[config.mk]
export PLATFORM = sky130hd
export DESIGN_NAME = spi_slave_rx
export DESIGN_NICKNAME = d
export VERILOG_FILES = /design/src/rtl/spi_slave_rx.sv
export SDC_FILE = /design/constraint.sdc
export NUM_CORES = 1
export LEC_CHECK = 0
export CAP_MARGIN = 30
export CORE_MARGIN = 10
export CORE_UTILIZATION = 54
export CTS_CLUSTER_DIAMETER = 60
export DETAILED_ROUTE_END_ITERATION = 10
export PLACE_DENSITY = 0.86
export SYNTH_ARGS = -nofsm -noshare
export SYNTH_HDL_FRONTEND = slang
export SYNTH_SLANG_ARGS = --single-unit
[constraint.sdc]
create_clock -name clk -period 1.9 [get_ports clk]
set_clock_uncertainty 0.1 [all_clocks]
set_input_delay 0.19 -clock clk [delete_from_list [all_inputs] [get_ports clk]]
set_output_delay 0.19 -clock clk [all_outputs]
set_load 0.1 [all_outputs]
[src/rtl/spi_slave_rx.sv]
// SPI mode-0 slave receiver with a single-word TX buffer returned on MISO.
// All SPI pins are resynchronised into clk; SCK edges are found by comparing against a delayed copy.
module spi_slave_rx #(
    parameter int DW = 8
) (
    input  logic          clk,
    input  logic          rst,
    input  logic          i_sck,
    input  logic          i_cs,
    input  logic          i_mosi,
    input  logic          i_dc,
    input  logic [DW-1:0] i_tx_data,
    input  logic          i_tx_load,
    output logic          o_miso,
    output logic [DW-1:0] o_data,
    output logic          o_dc,
    output logic          o_valid,
    output logic          o_frame_err,
    output logic          o_tx_empty
);

    localparam int CW = (DW > 1) ? $clog2(DW) : 1;
    localparam logic [0:0] IDLE   = 1'b0;
    localparam logic [0:0] ACTIVE = 1'b1;
    // Bit order {dc, mosi, cs, sck}: the idle bus levels.
    localparam logic [3:0] SYNC_RST = 4'b1110;

    logic [3:0] async_in;
    logic [3:0] sync_bits;

    assign async_in = {i_dc, i_mosi, i_cs, i_sck};

    generate
        for (genvar gi = 0; gi < 4; gi++) begin : g_sync
            logic meta_reg;
            logic sync_reg;
            always_ff @(posedge clk or negedge rst) begin
                if (!rst) begin
                    meta_reg <= SYNC_RST[gi];
                    sync_reg <= SYNC_RST[gi];
                end else begin
                    meta_reg <= async_in[gi];
                    sync_reg <= meta_reg;
                end
            end
            assign sync_bits[gi] = sync_reg;
        end
    endgenerate

    logic sck_s, cs_s, mosi_s, dc_s;
    assign sck_s  = sync_bits[0];
    assign cs_s   = sync_bits[1];
    assign mosi_s = sync_bits[2];
    assign dc_s   = sync_bits[3];

    logic [0:0]    state_reg;
    logic          sck_d_reg;
    logic [CW-1:0] bit_cnt_reg;
    logic [DW-1:0] rx_shift_reg;
    logic [DW-1:0] tx_shift_reg;
    logic [DW-1:0] tx_buf_reg;
    logic          tx_empty_reg;
    logic          dc_cap_reg;
    logic          done_reg;
    logic          valid_pend_reg;
    logic          reload_pend_reg;

    logic          start, stop, rise_act, fall_act, last_bit, reload;
    logic [DW-1:0] tx_fill;

    always_comb begin
        start    = (state_reg == IDLE) && !cs_s;
        stop     = (state_reg == ACTIVE) && cs_s;
        rise_act = (state_reg == ACTIVE) && !cs_s && sck_s && !sck_d_reg;
        fall_act = (state_reg == ACTIVE) && !cs_s && !sck_s && sck_d_reg;
        last_bit = (bit_cnt_reg == CW'(DW - 1));
        reload   = start || (fall_act && reload_pend_reg);
        tx_fill  = tx_empty_reg ? {DW{1'b1}} : tx_buf_reg;
    end

    // Word completion runs through done -> o_data -> o_valid so o_valid lands
    // four clk edges after the edge that first registered the final SCK high.
    always_ff @(posedge clk or negedge rst) begin
        if (!rst) begin
            state_reg       <= IDLE;
            sck_d_reg       <= 1'b0;
            bit_cnt_reg     <= '0;
            rx_shift_reg    <= '0;
            tx_shift_reg    <= {DW{1'b1}};
            tx_buf_reg      <= '0;
            tx_empty_reg    <= 1'b1;
            dc_cap_reg      <= 1'b1;
            done_reg        <= 1'b0;
            valid_pend_reg  <= 1'b0;
            reload_pend_reg <= 1'b0;
            o_data          <= '0;
            o_dc            <= 1'b1;
            o_valid         <= 1'b0;
            o_frame_err     <= 1'b0;
        end else begin
            sck_d_reg      <= sck_s;
            done_reg       <= 1'b0;
            valid_pend_reg <= done_reg;
            o_valid        <= valid_pend_reg;
            o_frame_err    <= 1'b0;

            if (done_reg) begin
                o_data <= rx_shift_reg;
                o_dc   <= dc_cap_reg;
            end

            if (start) begin
                state_reg       <= ACTIVE;
                bit_cnt_reg     <= '0;
                reload_pend_reg <= 1'b0;
            end else if (stop) begin
                state_reg <= IDLE;
                if (bit_cnt_reg != '0) begin
                    o_frame_err <= 1'b1;
                end
            end else if (rise_act) begin
                rx_shift_reg <= {rx_shift_reg[DW-2:0], mosi_s};
                if (last_bit) begin
                    bit_cnt_reg     <= '0;
                    done_reg        <= 1'b1;
                    dc_cap_reg      <= dc_s;
                    reload_pend_reg <= 1'b1;
                end else begin
                    bit_cnt_reg <= bit_cnt_reg + CW'(1);
                end
            end else if (fall_act) begin
                reload_pend_reg <= 1'b0;
            end

            if (reload) begin
                tx_shift_reg <= tx_fill;
            end else if (fall_act) begin
                tx_shift_reg <= {tx_shift_reg[DW-2:0], 1'b1};
            end

            // A load wins the empty flag but the reload above used the old buffer.
            if (i_tx_load) begin
                tx_buf_reg   <= i_tx_data;
                tx_empty_reg <= 1'b0;
            end else if (reload) begin
                tx_empty_reg <= 1'b1;
            end
        end
    end

    assign o_miso     = (state_reg == ACTIVE) ? tx_shift_reg[DW-1] : 1'b1;
    assign o_tx_empty = tx_empty_reg;

endmodule

### After elaboration in Yosys (flattened, before gate mapping)

Index checks and enable logic that the tools add are counted.

* register bits: 53
* bits in latches: 0
* memories: 0
* ROM bits: 0
* word-level logic and storage cells: 76
* bits of input ports: 15
* bits in writable memories: 0

* equal/unequal tests: 3
* mux-type cells: 24
* $add $sub $neg: 1
* divide/modulo/power cells: 0
* magnitude comparators: 0
* multipliers: 0
* shift-type cells: 0
* bitwise operators: 3
* reductions and logical operators: 22

Operators with widths (number)
* $mux 8: 3
* $mux 1: 17
* $mux 3: 4
* $logic_and 1x1->1: 8
* $reduce_bool 2->1: 4
* $reduce_and 3->1: 2
* $reduce_bool 3->1: 2
* $reduce_and 4->1: 1
* $add 3x1->3 const B: 1
* $eq 3x3->1 const B: 1
* $logic_not 1->1: 3
* $ne 3x2->1 const B: 1
* $not 1->1: 3
* $ne 2x2->1 const B: 1
* $reduce_and 2->1: 1
* $logic_or 1x1->1: 1

### Depth between registers and ports, before layout

Gate-level depths: netlist of the first run.

* depth after elaboration: 8
* mapped depth: 7
* depth with buffers taken out: 5

### Worst setup path before layout of the first run

Ideal clock, no wire load.

* kind: register -> register
* from: reg g_sync[1].sync_reg (netlist: cs_s)
* to: reg tx_shift_reg[7]
* data arrival time: 1.492 ns
* setup time: 0.082 ns
* period minus slack after synthesis: 1.675 ns
* required time: 1.718 ns
* cell stages (with the launch flop): 6
* slack: 0.225 ns
* cells stage by stage: dfstp_2 > inv_1 > ha_1 > and3b_1 > nor2_4 > mux2_2

* cells in the longest elaborated chain, start to end: 7
* elaborated cells on any way between the ends: 9
* those cells by class: 1 x mux; 8 x reduce/logical

Ends and longest elaborated chain
* from (decl): line 36 `logic sync_reg;`
* from (signal assigned): line 40 `sync_reg <= SYNC_RST[gi];`
* from (signal assigned): line 43 `sync_reg <= meta_reg;`
* $logic_not 1->1 *: line 72, 75
* $logic_and 1x1->1 (3 in series): line 75 `fall_act = (state_reg == ACTIVE) && !cs_s && !sck_s && sck_d_reg;`
* $logic_and 1x1->1: line 77 `reload = start || (fall_act && reload_pend_reg);`
* $logic_or 1x1->1: line 77
* $mux 8 / $reduce_bool 2->1 (equally long branches)
* to (signal assigned): line 89 `tx_shift_reg <= {DW{1'b1}};`
* to (signal assigned): line 136 `tx_shift_reg <= tx_fill;`
* to (signal assigned): line 138 `tx_shift_reg <= {tx_shift_reg[DW-2:0], 1'b1};`
* to (decl): line 60 `logic [DW-1:0] tx_shift_reg;`

Mark *: on every way between the ends. The rest lies on a longest branch, timed or not.
A chain may end at the register's enable or synchronous reset.

### Final worst setup path of the first run

* from: reg g_sync[1].sync_reg (netlist: cs_s)
* to: reg tx_shift_reg[3]

The elaborated chain is that of the path after synthesis.

==> flow_metrics.py, run 1 <==
metrics = {
    "finish": {
        "instances_no_fill": 232,
        "diodes": 0,
        "fin_nets": 204,
        "fillers": 252,
        "drive_above_1_share": 0.353,
        "area_delta_synth_final_pct": 18.6,
        "utilization": 0.682,
    },
    "synthesis": {
        "syn_nets": 174,
        "ys_seq_elements": 53,
        "synth.distinct_cells": 31,
        "ys_seq_area_frac": 0.621,
        "yosysWarningCount": 0,
        "synthCells": 153,
        "syn_area_um2": 2170,
        "syn_area_per_cell_um2": 14.2,
    },
    "timing": {
        "finalSetupTns_ns": 0,
        "slew_violations": 0,
        "hold_viol": 0,
        "fin_crit_sh": 0.952,
        "rsz0062_at_grt": "true",
        "slew-limit-headroom": 0.665,
        "fmax_ghz": 0.553,
        "final.min_clock_period_ns": 1.81,
        "tightest_slew_ns": 0.502,
        "hold_ws_ns": 0.189,
        "setup_ws_ns": 0.0904,
        "setup_viol": 0,
    },
    "die": {
        "dieWidth_um": 83.4,
        "io_pins": 28,
        "start_util": 0.575,
        "core_um2": 3770,
        "core.rowCount": 22,
        "die_y_um": 83.4,
        "fp.dieArea_um2": 6950,
    },
    "status": {
        "status": "finished clean",
    },
    "grt": {
        "grt_overflow": 0,
        "grt_pass1_wl_mm": 6.41,
        "grt_pass1_vias": 1342,
        "grt_use_total": 0.108,
        "grt_antenna_before_repair": 0,
        "grt_max_degree": 33,
    },
    "clock_network": {
        "cts_setup_buffers": 0,
        "cts_buffer_depth": 2,
        "htreeDepth": 2,
        "clk_pin_slew_worst_paths_ns": 0.09,
        "cts_made_buffers": 5,
        "clk_root_buffer_cell": "clkbuf_8",
        "clk_latency_ns": 0.30,
        "clock-sinks": 53,
        "cts_tree": "yes",
    },
    "detailed_routing": {
        "viasPerCell": 5.26,
        "drc": 0,
        "antenna_left": 0,
        "num_vias": 1220,
        "routed_wl_mm": 3.57,
        "initialDrtViolationCount": 60,
        "routedWlPerCell_um": 15.4,
        "first_pass_iters": 4,
    },
    "place": {
        "place_inst": 223,
        "dp_worst_setup_slack_ns": 0.0990,
        "place.gp.congestion": 0.886,
        "dp_hpwl_mm": 2.72,
        "port-buffer-count": 27,
    },
    "power": {
        "power_density_nw_per_um2": 1050,
        "max-vdd-ir-drop_mv": 0.697,
        "comb_power_share": 0.231,
        "p_sw_mw": 0.792,
        "power_leakage_nw": 1.19,
        "switching_share": 0.293,
        "p_seq_frac": 0.541,
        "internal_power_mw": 1.91,
        "p_clk_frac": 0.228,
    },
    "worst_setup_path": {
        "start_kind": "flop",
        "worstPathRequired_ns": 2.03,
        "path_class": "reg2reg",
        "cp_slowest_stage_delay_ns": 0.55,
        "end_kind": "flop",
        "cp_slowest_cell": "dfstp_2",
        "worst-path-buf-inv": 1,
        "cp.arrival_ns": 1.93,
        "worstPathMaxFanout": 7,
        "critPathTopFamily": "flip-flops",
        "path_cells": "inv_1 -> ha_1 -> and3b_2 -> nor2_4 -> mux2_1",
    },
    "run": {
        "drv_cap": 0,
    },
    "worst_hold_path": {
        "hold_class": "in2reg",
    },
}
-- layer usage --
metal | global-route usage | vias to the layer above | wire length [um]
met5 | 0 | - | 0
met4 | 0.0277 | 0 | 14
met3 | 0.0439 | 2 | 195
met2 | 0.174 | 27 | 1800
met1 | 0.131 | 604 | 1570
li1 | - | 587 | -
-- layout make-up --
cell class / instances / area (um^2) / area share
Clock buffer: 6 / 72.6 / 0.0282
Inverter: 5 / 18.8 / 0.00730
Tap cell: 48 / 60.1 / 0.0234
Multi-Input combinational cell: 88 / 751 / 0.292
Sequential cell: 53 / 1350 / 0.524
Timing Repair Buffer: 30 / 308 / 0.120
Clock inverter: 2 / 13.8 / 0.00535
-- synthesized netlist by cell type --
library cell	number	share of area
mux2_1	15	0.078
mux2_2	19	0.099
a22o_1	2	0.0081
buf_4	1	0.0035
nor3b_1	2	0.0069
nor3_2	1	0.0046
nor2_4	1	0.0052
nand2b_1	3	0.0087
or3_1	1	0.0029
inv_1	5	0.0087
and3b_1	1	0.0040
buf_2	2	0.0046
o31a_1	1	0.0040
buf_6	3	0.016
buf_1	1	0.0017
nand4bb_1	1	0.0052
and3b_2	1	0.0046
dfrtp_1	36	0.42
ha_1	6	0.035
o21ai_0	1	0.0023
nand2_2	1	0.0029
nand3_1	1	0.0023
o21bai_1	3	0.010
nand2_1	1	0.0017
a21o_1	1	0.0035
nor2_1	9	0.016
or2_1	1	0.0029
nor3_1	6	0.014
dfstp_2	17	0.21
a21oi_1	9	0.021
nor2b_1	1	0.0029
-- worst paths after layout --
check	start	endpoint	slack [ns]	depth (start not counted)
max	cs_s$_DFF_PN1_	tx_shift_reg[3]$_DFFE_PN1P_	0.09	5
min in group asynchronous	rst	o_data[7]$_DFFE_PN0P_	0.29	2
max in group asynchronous	rst	tx_shift_reg[0]$_DFFE_PN1P_	0.82	3
min reg2reg	g_sync[0].meta_reg$_DFF_PN0_	g_sync[0].sync_reg$_DFF_PN0_	0.26	0
min	i_dc	g_sync[3].meta_reg$_DFF_PN1_	0.19	1
max reg2reg	cs_s$_DFF_PN1_	tx_shift_reg[3]$_DFFE_PN1P_	0.09	5
-- metrics by stage --
| stage | power (mW) | instance area [um^2] |
|---|---|---|
| detailed placement | 2.10 | 2470 |
| floorplan | 1.92 | 2170 |
| CTS | 2.72 | 2570 |
| global route | 2.86 | 2570 |
| finish | 2.70 | 2570 |
| global placement | 2.06 | 2470 |
-- kinds of logic after synthesis --
family	after synthesis	synth area share
AOI/OAI and AO/OA	17	0.0490
adders and majority gates	6	0.0346
buffers and inverters	12	0.0340
DFF	53	0.621
muxes	34	0.177
and+or+nand+nor	31	0.0842
-- power by group through the flow --
stage                     clock network [mW]  logic [mW]  registers, mW
after floorplan                            0       0.447           1.47
after global placement                     0       0.594           1.47
after detailed placement                   0       0.621           1.48
after CTS                              0.629       0.627           1.46
after global routing                   0.683       0.692           1.48
final                                  0.616       0.625           1.46
-- layout by cell type, fill, tap and decap left out, types with 2 or more instances in the layout --
cell type and n:
buf_4 11, dfstp_2 17, and3b_2 2, clkbuf_8 5
ha_1 5, nor3_1 6, clkdlybuf4s50_1 13, nor3b_1 2
a21oi_1 9, buf_12 4, dfrtp_1 36, mux2_1 15
nand2b_1 3, inv_1 5, mux2_2 19, o21bai_1 3
nor2_1 9, a22o_1 2
-- what timing repair did --
action / CTS / global route
endpoints found under the hold margin: 10 / 0
endpoints found under the setup margin: 0 / 8
hold buffers: 1 / 0
resized for setup: 0 / 2
-- worst reg2reg max path, stage by stage, from the launching register on --
cell and delay, ns:
dfstp_2 0.55, inv_1 0.07, ha_1 0.22, and3b_2 0.26, nor2_4 0.20, mux2_1 0.36
Power figures use the tool's default switching activity.
==> run 2, diff against run 1 <==
Settings changed: ABC_AREA set to 1.
==> run 2 against run 1 <==
  * Non-clock buffer count increased by 1
  * Worst hold slack worse by 0.0023 ns
  * Sequential cell count unchanged
  * Clock power grew 21%
  * Critical endpoint is now bit_cnt_reg[1]$_DFFE_PN0P_
  * Largest power group unchanged
==> flow_metrics.py, run 2 <==
metrics = {
    "status": {
        "status": "finished clean",
    },
    "synthesis": {
        "synth_top_family_by_area": "simple AND/OR/NAND/NOR gates",
        "synth_fa_ha_area_frac": 0.0348,
        "syn_area_um2": 2150,
        "synth_ff_type": "dfrtp_1",
        "synthTopCellsByCount": "36 x dfrtp_1, 28 x inv_1, 26 x nand2_1, 19 x nand3_1, 17 x dfstp_2",
        "yosysWarningCount": 0,
        "synthSimpleGateAreaFrac": 0.132,
        "synth_edf_count": 0,
        "synth.distinct_cells": 26,
        "synth_xor_area_frac": 0,
        "synth_top_area_cell": "dfrtp_1",
        "yosys.area.top_type_share": 0.418,
        "synth-async-reset-ratio": 1.00,
        "yosysMostFrequentCell": "dfrtp_1",
        "synthCells": 199,
        "synth.area.mux_share": 0.0261,
        "synthTopCellsByArea": "dfrtp_1 42%, dfstp_2 21%, inv_1 4.9%",
        "syn_area_per_cell_um2": 10.8,
        "ys_seq_area_frac": 0.625,
        "synth_compound_area_frac": 0.114,
        "ys_seq_elements": 53,
        "syn_nets": 220,
    },
    "finish": {
        "final_cell_area_um2": 2610,
        "area_delta_synth_final_pct": 20.9,
        "fillers": 286,
        "fin_nets": 252,
        "layout_commonest_cell": "dfrtp_1",
        "diodes": 0,
        "final_cell_mix": "36 x dfrtp_1, 28 x inv_1, 26 x nand2_1",
        "drive_above_1_share": 0.259,
    },
    "place": {
        "place.gp.congestion": 0.850,
        "port-buffer-count": 27,
        "placed_area_um2": 2480,
        "dp_hpwl_mm": 2.82,
    },
    "worst_setup_path": {
        "end_kind": "flop",
        "start_kind": "flop",
        "path_class": "reg2reg",
        "worstPathMaxFanout": 13,
        "worstPathRequired_ns": 2.01,
        "cp.arrival_ns": 1.75,
    },
    "detailed_routing": {
        "num_vias": 1453,
        "drc": 0,
        "first_pass_iters": 4,
        "antenna_left": 0,
        "viasPerCell": 5.19,
        "routed_wl_mm": 3.88,
        "initialDrtViolationCount": 76,
        "routedWlPerCell_um": 13.9,
    },
    "clock_network": {
        "htreeDepth": 2,
        "cts_made_buffers": 5,
        "cts_buffer_depth": 2,
        "cts_tree": "yes",
        "clock-sinks": 53,
        "clk_latency_ns": 0.30,
        "clk_root_buffer_cell": "clkbuf_8",
        "cts_setup_buffers": 0,
        "clk_pin_slew_worst_paths_ns": 0.09,
    },
    "timing": {
        "hold_viol": 0,
        "tightest_slew_ns": 0.523,
        "setup_viol": 0,
        "rsz0062_at_grt": "false",
        "finalSetupTns_ns": 0,
        "final.min_clock_period_ns": 1.64,
        "slew-limit-headroom": 0.652,
        "fin_crit_sh": 0.865,
        "slew_violations": 0,
        "fmax_ghz": 0.608,
    },
    "grt": {
        "grt_use_total": 0.115,
        "grt_antenna_before_repair": 0,
        "grt_max_degree": 35,
        "grt_pass1_vias": 1500,
        "grt_pass1_wl_mm": 6.84,
        "grt_overflow": 0,
    },
    "power": {
        "power_density_nw_per_um2": 1130,
        "max-vdd-ir-drop_mv": 0.732,
        "power_leakage_nw": 1.24,
    },
    "die": {
        "fp.dieArea_um2": 6920,
        "core_um2": 3770,
        "dieWidth_um": 83.2,
        "start_util": 0.571,
        "die_y_um": 83.2,
        "core.rowCount": 22,
        "io_pins": 28,
    },
    "run": {
        "drv_cap": 0,
    },
    "worst_hold_path": {
        "hold_class": "in2reg",
    },
}
==> run 2: changes by cell type in the layout (fill, tap and decap cells not counted), sizes merged, moves of 3 or more <==
cell    delta
o21ai     +19
inv       +23
nand2b     -3
mux2      -29
nand2     +26
o211ai     +6
nor2       +3
nand3     +19
nor3       -7
==> run 2: path summary, 6_finish.rpt <==
kind | startpoint | end | slack, ns | depth (start not counted)
worst max-delay path | cs_s$_DFF_PN1_ | bit_cnt_reg[1]$_DFFE_PN0P_ | 0.26 | 8
worst min-delay path | i_cs | g_sync[1].meta_reg$_DFF_PN1_ | 0.19 | 1
worst max register to register | cs_s$_DFF_PN1_ | bit_cnt_reg[1]$_DFFE_PN0P_ | 0.26 | 8
worst min register to register | g_sync[0].meta_reg$_DFF_PN0_ | g_sync[0].sync_reg$_DFF_PN0_ | 0.26 | 0
max in group asynchronous | rst | tx_shift_reg[3]$_DFFE_PN1P_ | 0.84 | 3
min in group asynchronous | rst | tx_buf_reg[5]$_DFFE_PN0P_ | 0.27 | 2
==> run 2: critical path: stages (launching register included) <==
cell and delay (ns):
dfstp_2 0.55, inv_1 0.06, ha_1 0.21, inv_2 0.06, buf_4 0.18, nand3_1 0.13
inv_1 0.13, nand2_1 0.06, o21ai_0 0.08
==> run 2: repair_timing <==
| item | 4_1_cts | 5_1_grt |
|---|---|---|
| hold buffers | 1 | 0 |
| gates resized for setup | 0 | 0 |
| hold endpoints to repair | 13 | 0 |
==> run 2: final cells by class <==
cell class / instances / area (um^2) / area share
Sequential cell: 53 / 1350 / 0.517
Clock inverter: 2 / 38.8 / 0.0149
Clock buffer: 6 / 72.6 / 0.0279
Inverter: 29 / 109 / 0.0418
Tap cell: 48 / 60.1 / 0.0231
Multi-Input combinational cell: 111 / 662 / 0.254
Timing Repair Buffer: 31 / 315 / 0.121
==> run 2: where the power goes <==
group          leakage, nW  switching, mW  total [mW]  internal [mW]
logic                0.531          0.434       0.694          0.260
clock network       0.0554          0.352       0.747          0.396
registers            0.651          0.111        1.49           1.38
total                 1.24          0.896        2.93           2.04
==> run 2: cells by family (layout without fill, tap and decap cells) <==
family,after synthesis,count (layout)
flops,53,53
mux,5,5
compound gates,39,39
simple gates,61,61
buf+inv,35,68
fa+ha+maj,6,6
==> run 2: per-stage QoR <==
step | power, mW | cells | util | hold slack [ns] | setup WS [ns]
after floorplan | 1.98 | 199 | - | -0.206 | 0.376
after global placement | 2.17 | 271 | 0.659 | 0.0680 | 0.334
final | 2.93 | 280 | 0.691 | 0.186 | 0.256
after detailed placement | 2.20 | 271 | 0.659 | 0.0705 | 0.271
after CTS | 2.95 | 280 | 0.691 | 0.178 | 0.241
after global routing | 3.10 | 280 | 0.691 | 0.180 | 0.0830
==> run 2: routing by layer <==
metal  global-route usage  up-vias  wire, um
met5                    0        -         0
met4               0.0431        0        51
met3               0.0420        6       235
met2                0.183       40      1850
met1                0.139      699      1740
li1                     -      708         -
==> run 3, diff against run 2 <==
Settings changed: CORE_MARGIN 10 to 4.
Clock period 1.9 ns to 1.8 ns, I/O delays scaled along.
==> run 3 against run 2 <==
  * Non-clock buffer count grew 1
  * Global-route usage grew 4.7 points
  * Sequential cell count unchanged
  * Register-to-register slack got worse by 0.13 ns
  * Clock-buffer cell count stayed put
  * Utilization rose by 1.2 points
  * Highest routed layer unchanged
==> flow_metrics.py, run 3 (same netlist as run 2, synthesis figures left out) <==
metrics = {
    "status": {
        "status": "finished clean",
    },
    "finish": {
        "fin_nets": 253,
        "drive_above_1_share": 0.262,
        "layout_commonest_cell": "dfrtp_1",
        "register_area_um2": 1350,
        "diodes": 0,
        "final_cell_area_um2": 2650,
        "final_cell_mix": "36 x dfrtp_1, 28 x inv_1, 26 x nand2_1",
        "multiInputGateArea_um2": 662,
        "fillers": 268,
        "area_delta_synth_final_pct": 23.0,
    },
    "worst_setup_path": {
        "cp_slowest_cell": "dfstp_2",
        "worstPathMaxFanout": 13,
        "reg2reg_setup_slack_ns": 0.13,
        "worst-path-buf-inv": 4,
        "cp_slowest_stage_delay_ns": 0.54,
        "path_cells": "inv_1 -> ha_1 -> inv_2 -> buf_4 -> nand3_1 -> inv_1 -> nand3_1 -> o21ai_0",
        "worstPathRequired_ns": 1.91,
        "r2r_cells": 8,
        "regToRegEndpoint": "bit_cnt_reg[0]$_DFFE_PN0P_",
        "start_kind": "flop",
        "end_kind": "flop",
        "cp.arrival_ns": 1.78,
        "r2r_start": "cs_s$_DFF_PN1_",
        "critPathTopFamily": "flip-flops",
        "path_class": "reg2reg",
    },
    "clock_network": {
        "clock-sinks": 53,
        "cts.repair.resized": 0,
        "cts_made_buffers": 5,
        "clk_pin_slew_worst_paths_ns": 0.09,
        "cts_setup_buffers": 0,
        "clk_root_buffer_cell": "clkbuf_8",
        "cts_tree": "yes",
        "cts_buffer_depth": 2,
        "clk_latency_ns": 0.31,
        "htreeDepth": 2,
    },
    "die": {
        "core_um2": 3770,
        "io_pins": 28,
        "dieWidth_um": 71.2,
        "fp.dieArea_um2": 5060,
        "start_util": 0.571,
        "core.rowCount": 22,
        "die_y_um": 71.2,
    },
    "run": {
        "drv_cap": 0,
    },
    "grt": {
        "grt_antenna_before_repair": 0,
        "grt_use_total": 0.162,
        "grt_pass1_vias": 1455,
        "grt_overflow": 0,
        "grt_max_degree": 54,
        "grt_pass1_wl_mm": 6.46,
    },
    "worst_hold_path": {
        "min_to": "g_sync[2].meta_reg$_DFF_PN1_",
        "hold_path_depth": 1,
        "hold_start": "i_mosi",
        "hold_class": "in2reg",
    },
    "place": {
        "dp_worst_setup_slack_ns": 0.177,
        "placed_area_um2": 2530,
        "port-buffer-count": 27,
        "place.gp.congestion": 0.815,
        "dp_hpwl_mm": 2.58,
    },
    "power": {
        "power_density_nw_per_um2": 1170,
        "power_leakage_nw": 1.25,
        "max-vdd-ir-drop_mv": 0.703,
    },
    "timing": {
        "hold_viol": 0,
        "slew-limit-headroom": 0.746,
        "final.min_clock_period_ns": 1.67,
        "hold_ws_ns": 0.164,
        "finalSetupTns_ns": 0,
        "setup_ws_ns": 0.128,
        "rsz0062_at_grt": "false",
        "tightest_slew_ns": 0.380,
        "setup_viol": 0,
        "slew_violations": 0,
        "fin_crit_sh": 0.929,
        "fmax_ghz": 0.598,
    },
    "detailed_routing": {
        "drc": 0,
        "viasPerCell": 5.08,
        "num_vias": 1428,
        "drt-met1-wl_mm": 1.69,
        "dr_wl_met3_um": 170,
        "first_pass_iters": 4,
        "routed_wl_mm": 3.75,
        "routed-wl-met2_mm": 1.81,
        "routedWlPerCell_um": 13.3,
        "antenna_left": 0,
        "initialDrtViolationCount": 131,
        "highest_layer": "met4",
    },
}
==> run 3: changes by cell type in the layout (fill, tap and decap cells not counted), sizes merged <==
cell	delta
buf	+1
==> run 3: cell type report <==
cell class / instances / area share
Clock buffer: 6 / 0.0274
Clock inverter: 2 / 0.0146
Inverter: 29 / 0.0411
Multi-Input combinational cell: 111 / 0.250
Sequential cell: 53 / 0.508
Tap cell: 48 / 0.0227
Timing Repair Buffer: 32 / 0.136
==> run 3: worst max-delay path by stage <==
| stage | cells past startpoint | from | endpoint | slack (ns) |
|---|---|---|---|---|
| final | 8 | cs_s$_DFF_PN1_ | bit_cnt_reg[0]$_DFFE_PN0P_ | 0.13 |
| after global routing | 6 | cs_s$_DFF_PN1_ | tx_shift_reg[7]$_DFFE_PN1P_ | 0.02 |
| after CTS | 8 | cs_s$_DFF_PN1_ | bit_cnt_reg[0]$_DFFE_PN0P_ | 0.14 |
| after global placement | 6 | cs_s$_DFF_PN1_ | tx_shift_reg[7]$_DFFE_PN1P_ | 0.23 |
| after floorplan | 7 | cs_s$_DFF_PN1_ | tx_shift_reg[7]$_DFFE_PN1P_ | 0.28 |
| after detailed placement | 8 | cs_s$_DFF_PN1_ | bit_cnt_reg[0]$_DFFE_PN0P_ | 0.18 |
==> run 3: power breakdown <==
group	internal [mW]	switching (mW)	total, mW
combinational	0.276	0.458	0.734
sequential	1.46	0.110	1.57
clock	0.418	0.385	0.802
total	2.15	0.953	3.10
==> run 3: what timing repair did <==
action,CTS,global route
endpoints found under the setup margin,0,0
endpoints found under the hold margin,36,0
hold buffers,1,0
==> run 3: routing by layer <==
metal / global-route usage / up-vias
li1: - / 710
met1: 0.208 / 677
met2: 0.264 / 34
met3: 0.0341 / 7
met4: 0.0689 / 0
met5: 0 / -
==> run 3: metrics by stage <==
step / instances / power (mW) / utilization
6_report: 281 / 3.10 / 0.703
5_1_grt: 281 / 3.27 / 0.703
4_1_cts: 281 / 3.13 / 0.703
3_5_place_dp: 272 / 2.32 / 0.671
3_3_place_gp: 272 / 2.28 / 0.671
2_1_floorplan: 199 / 2.09 / -
==> variant 1 (settings of run 2) <==
Put one more register stage on the output `o_frame_err`. The value now appears one clock later. The other outputs are not delayed to match.
--- a/src/rtl/spi_slave_rx.sv
+++ b/src/rtl/spi_slave_rx.sv
@@ -24,6 +24,8 @@
     localparam logic [0:0] ACTIVE = 1'b1;
     // Bit order {dc, mosi, cs, sck}: the idle bus levels.
     localparam logic [3:0] SYNC_RST = 4'b1110;
+
+    logic o_frame_err_s0;
 
     logic [3:0] async_in;
     logic [3:0] sync_bits;
@@ -96,13 +98,13 @@
             o_data          <= '0;
             o_dc            <= 1'b1;
             o_valid         <= 1'b0;
-            o_frame_err     <= 1'b0;
+            o_frame_err_s0  <= 1'b0;
         end else begin
             sck_d_reg      <= sck_s;
             done_reg       <= 1'b0;
             valid_pend_reg <= done_reg;
             o_valid        <= valid_pend_reg;
-            o_frame_err    <= 1'b0;
+            o_frame_err_s0 <= 1'b0;
 
             if (done_reg) begin
                 o_data <= rx_shift_reg;
@@ -116,7 +118,7 @@
             end else if (stop) begin
                 state_reg <= IDLE;
                 if (bit_cnt_reg != '0) begin
-                    o_frame_err <= 1'b1;
+                    o_frame_err_s0 <= 1'b1;
                 end
             end else if (rise_act) begin
                 rx_shift_reg <= {rx_shift_reg[DW-2:0], mosi_s};
@@ -151,5 +153,9 @@
     assign o_miso     = (state_reg == ACTIVE) ? tx_shift_reg[DW-1] : 1'b1;
     assign o_tx_empty = tx_empty_reg;
 
+    always_ff @(posedge clk) begin
+        o_frame_err <= o_frame_err_s0;
+    end
+
 endmodule
 
Check against the original RTL: not equivalent (a bounded check fails within 10 cycles, from zero or initial values and one cycle with rst low).
==> variant 1 against run 2 <==
- via count down 1.0%
- worst setup slack about the same
- power up 0.71%
- critical path depth down 2
- synthesized area up 0.93%
- count of clock-buffer cells in the layout down 1
- wire length up 0.77%
- cell area up 1.3%
- clock power down 0.8%
- sequential cell count up 1
==> variant 1: results (changes against run 2) <==
grt_start_max_net_pins: 25  # was 35
clock_tree.buffer_depth: 2  # unchanged
critPathSlowestCell: "dfstp_2"  # unchanged
drive_gt1_frac: 0.268  # was 0.259
layout.cells.non_filler: 285  # was 280
critical_path.startpoint: "cs_s"  # unchanged
worst_hold_startpoint: "i_dc"  # was i_cs
yosys_warnings: 0  # unchanged
critPathMaxStageDelay_ps: 540
critPathCapture: "tx_shift_reg[7]"  # was bit_cnt_reg[1]
synth_top_cells_by_count: "dfrtp_1 (36), inv_1 (28), nand2_1 (26)"  # unchanged
globalRouteTotalUtil: 0.119  # was 0.115
total_leakage_power_uw: 0.00126  # was 0.00124 uW
initial_antenna_violation_count: 0  # unchanged
yosys-top-cells-area: "dfrtp_1 (41%), dfstp_2 (21%), inv_1 (4.8%), nand2_1 (4.5%), nand3_1 (4.4%)"  # was dfrtp_1 (42%), dfstp_2 (21%), inv_1 (4.9%), nand2_1 (4.5%), nand3_1 (4.4%)
drt_wl_total_mm: 3.91  # was 3.88 mm
synth_seq_area_share: 0.629  # was 0.625
xor_xnor_share_of_the_synthesized_area: 0  # unchanged
post_cts.repair.setup_buffers: 0  # unchanged
finalNetCount: 255  # was 252
r2r_slack_ps: 260  # about the same
vdd.ir_drop.worst_mv: 0.588  # was 0.732 mV
holdPathEnd: "g_sync[3].meta_reg"  # was g_sync[1].meta_reg
port-buffer-count: 27  # unchanged
hold_class: "primary input to register"  # unchanged
cts_resized: 0  # unchanged
n_fill_cell: 311  # was 286
num_antenna_cells: 0  # unchanged
ctsRootBufferMaster: "clkbuf_8"  # unchanged
detail_route.first_pass.iterations: 4  # unchanged
cts.reportedPaths.clkPinSlew_ps: 90  # about the same
synthArstFlopShare: 0.981  # was 1.00
holdWs_ps: 191  # was 186 ps
postSynthNetCount: 221  # was 220
clk_latency_ps: 300  # about the same
grt_pass1_wl_mm: 7.00  # was 6.84 mm
placed_area_sq_mm: 0.00252  # was 0.00248 sq mm
critical_path_arrival_ps: 1770  # was 1750 ps
synth_area_in_adders: 0.0345  # was 0.0348
detail_route.iter0.violations: 125  # was 76
worst_r2r_path_depth: 6  # was 8
first_global_vias: 1538  # was 1,500
ys_types: 27  # was 26
synth_compound_gate_area_share: 0.113  # was 0.114
gp_congestion: 0.854  # was 0.850
worstHoldPathCells: 1  # unchanged
setup_tns_ps: 0  # unchanged
synth_area_per_cell_sq_um: 10.9  # was 10.8 sq um
cts-htree-levels: 2  # unchanged
dp.final_hpwl_mm: 2.96  # was 2.82 mm
worstMarginPinSlew_ps: 540  # was 523 ps
outcome: "completed"  # unchanged
critical_path_peak_fanout: 13  # unchanged
vias: 1438  # was 1,453
post_synth_mux_area_share: 0.0259  # was 0.0261
cts_inserted_buffers: 5  # unchanged
place.detailed.instances: 276  # was 271
number_of_hold_buffers_added_after_cts: 1  # unchanged
[variant 1: cell types whose count changed after synthesis, sizes merged]
cell | run 2 | this run
dfxtp | 0 | 1
[variant 1: power by group]
part | internal [uW] | total (uW) | switching [uW]
combinational | 262 | 705 | 443
sequential | 1400 | 1510 | 106
clock | 388 | 741 | 353
[variant 1: cell families after synthesis]
logic type                 after synthesis
adders and majority gates                6
DFF                                     54
and+or+nand+nor                         61
AOI/OAI and AO/OA                       39
muxes                                    5
buffers and inverters                   35
[variant 1: final cells by class]
class                           count  area [sq um]  area share
Multi-Input combinational cell    111           662       0.251
Clock buffer                        5          68.8      0.0261
Timing Repair Buffer               33           330       0.125
Clock inverter                      3          40.0      0.0152
Sequential cell                    54          1370       0.518
Inverter                           29           109      0.0412
Tap cell                           50          62.6      0.0237
[variant 1: stage by stage]
step,setup WS [ps],total power (uW),util
floorplan,376,2000,-
global placement,340,2190,0.639
detailed placement,265,2240,0.639
CTS,244,2990,0.670
global route,134,3140,0.670
finish,256,2950,0.670
[variant 1: critical path: cells and delay by family, from the launching register on]
kind / cells / cell delay [ps]
DFF: 1 / 540
buffers and inverters: 2 / 120
adders and majority gates: 1 / 230
AOI/OAI and AO/OA: 2 / 360
and+or+nand+nor: 1 / 230
[variant 1: per-layer routing]
| layer | vias up | share of wire | global-route usage |
|---|---|---|---|
| li1 | 712 | - | - |
| met1 | 694 | 0.45 | 0.141 |
| met2 | 25 | 0.50 | 0.202 |
| met3 | 7 | 0.040 | 0.0420 |
| met4 | 0 | 0.0079 | 0.0274 |
| met5 | - | 0 | 0 |
==> variant 2 (settings of run 2) <==
Made on the original files. `DW`: 8 -> 32.
--- a/src/rtl/spi_slave_rx.sv
+++ b/src/rtl/spi_slave_rx.sv
@@ -1,7 +1,7 @@
 // SPI mode-0 slave receiver with a single-word TX buffer returned on MISO.
 // All SPI pins are resynchronised into clk; SCK edges are found by comparing against a delayed copy.
 module spi_slave_rx #(
-    parameter int DW = 8
+    parameter int DW = 32
 ) (
     input  logic          clk,
     input  logic          rst,
Ports: changed (resized i_tx_data and o_data); port bits go from 28 to 76. No check against the original RTL was run, so the function may have changed too.
==> variant 2 against run 2 <==
- wire length increased to 3.4 times the old value
- synthesized area rose to 2.8 times the old value
- power rose to 3.0 times the old value
- highest routed layer unchanged
- sequential share of layout area is 0.90 points lower
- count of clock-buffer cells in the layout increased by 12
- sequential cell count up 98
- cell area grew to 2.9 times the old value
- clock power rose to 4.2 times the old value
- worst setup slack worse by 130 ps
- cell count increased to 3.1 times the old value
==> variant 2: results (changes against run 2) <==
synth_top_cells_by_count: "nand2_1 (163), dfrtp_1 (110), inv_1 (53)"  # was dfrtp_1 (36), inv_1 (28), nand2_1 (26)
dp.final_hpwl_mm: 8.72  # was 2.82 mm
post_cts.repair.setup_buffers: 0  # unchanged
vdd.ir_drop.worst_mv: 0.719  # was 0.732 mV
num_antenna_cells: 0  # unchanged
holdWs_ps: 80.1  # was 186 ps
synthFlopType: "dfrtp_1"  # unchanged
timing.slew.headroom: 0.591  # was 0.652
met3WireLength_microns: 684  # was 235 microns
postSynthNetCount: 671  # was 220
total_leakage_power_uw: 0.00358  # was 0.00124 uW
grt_use_met3: 0.0462  # was 0.0420
globalRouteTotalUtil: 0.164  # was 0.115
met2_usage: 0.266  # was 0.183
clock_tree.buffer_depth: 2  # unchanged
synth_seq_area_share: 0.628  # was 0.625
hold_class: "primary input to register"  # unchanged
layout.cells.non_filler: 854  # was 280
viasPerCell: 5.39  # was 5.19
ctsRootBufferMaster: "clkbuf_16"  # was clkbuf_8
cts-htree-levels: 4  # was 2
cts_inserted_buffers: 17  # was 5
initial_antenna_violation_count: 0  # unchanged
synthArstFlopShare: 1.00  # unchanged
placed_area_sq_mm: 0.00696  # was 0.00248 sq mm
critPathMaxStageDelay_ps: 540
grt_start_max_net_pins: 59  # was 35
finalNetCount: 746  # was 252
critPathSlowestCell: "dfstp_2"  # unchanged
met1_usage: 0.208  # was 0.139
routedLengthMet1_mm: 5.85  # was 1.74 mm
place_worst_setup_slack_ps: 102  # was 271 ps
critPathCapture: "tx_shift_reg[6]"  # was bit_cnt_reg[1]
drive_gt1_frac: 0.206  # was 0.259
gp_congestion: 0.826  # was 0.850
routedWlPerCell_microns: 15.3  # was 13.9 microns
critical_path_peak_fanout: 23  # was 13
detail_route.first_pass.iterations: 5  # was 4
synth_area_per_cell_sq_um: 9.75  # was 10.8 sq um
place.detailed.instances: 821  # was 271
n_fill_cell: 781  # was 286
detail_route.iter0.violations: 331  # was 76
outcome: "completed"  # unchanged
ys_types: 29  # was 26
critical_path_arrival_ps: 2000  # was 1750 ps
port-buffer-count: 75  # was 27
first_global_vias: 4637  # was 1,500
yosys-top-cells-area: "dfrtp_1 (45%), dfstp_2 (18%), nand2_1 (10%), o21ai_0 (3.3%), inv_1 (3.3%)"  # was dfrtp_1 (42%), dfstp_2 (21%), inv_1 (4.9%), nand2_1 (4.5%), nand3_1 (4.4%)
worst_r2r_path_depth: 7  # was 8
top_signal_layer_used: "met4"  # unchanged
cts.reportedPaths.clkPinSlew_ps: 60  # was 90 ps
r2r_slack_ps: 130  # was 260 ps
grt_pass1_wl_mm: 22.0  # was 6.84 mm
route.met2.wl_mm: 6.41  # was 1.85 mm
clk_latency_ps: 420  # was 300 ps
multi_input_comb_area_sq_mm: 0.00188  # was 662 sq um
==> variant 2: changes by cell type after synthesis, sizes merged, moves of 10 or more <==
cell    change
nor2       +32
dfstp      +24
nand2     +138
dfrtp      +74
a21oi      +14
o21ai      +41
inv        +27
a31oi      +17
nand3      +12
buf        +19
clkbuf     +10
==> variant 2: critical path, delay by kind of cell (launching register included) <==
kind,cells,cell delay [ps]
flip-flops,1,540
buffers and inverters,3,400
AND/OR/NAND/NOR,1,110
AO/OA/AOI/OAI,2,270
adder cells (fa/ha/maj),1,250
==> variant 2: worst min path at each step <==
stage                     start                  to  cells after the start
final                      i_dc  g_sync[3].meta_reg                      1
after global placement      rst           o_data[2]                      1
after floorplan             rst      bit_cnt_reg[0]                      0
after global routing       i_cs  g_sync[1].meta_reg                      1
after CTS                  i_cs  g_sync[1].meta_reg                      1
after detailed placement    rst           o_data[3]                      1
==> variant 2: power breakdown <==
group,switching (uW),leakage [uW],internal (uW)
clock network,1430,0.000270,1730
registers,286,0.00190,3920
logic,935,0.00141,595
total,2650,0.00358,6250
==> variant 2: final cells by class <==
| type | count | area share |
|---|---|---|
| timing repair buffer | 91 | 0.115 |
| clock buffer | 18 | 0.0569 |
| multi-input combinational | 384 | 0.250 |
| sequential | 151 | 0.508 |
| inverter | 56 | 0.0284 |
| tap | 140 | 0.0232 |
| clock inverter | 14 | 0.0183 |
==> variant 2: kinds of logic (layout without fill, tap and decap cells) <==
logic type	count (synthesis)	count (layout)	synth area share
compound gates	119	119	0.108
xor+xnor	1	1	0.00144
fa+ha+maj	6	6	0.0123
buf+inv	91	179	0.0642
flops	151	151	0.628
mux	13	13	0.0238
simple gates	245	245	0.163
==> variant 2: timing repair <==
item | CTS | global route
setup endpoints to repair | 0 | 18
resized for setup | 0 | 2
hold endpoints to repair | 47 | 0
hold buffers | 1 | 0
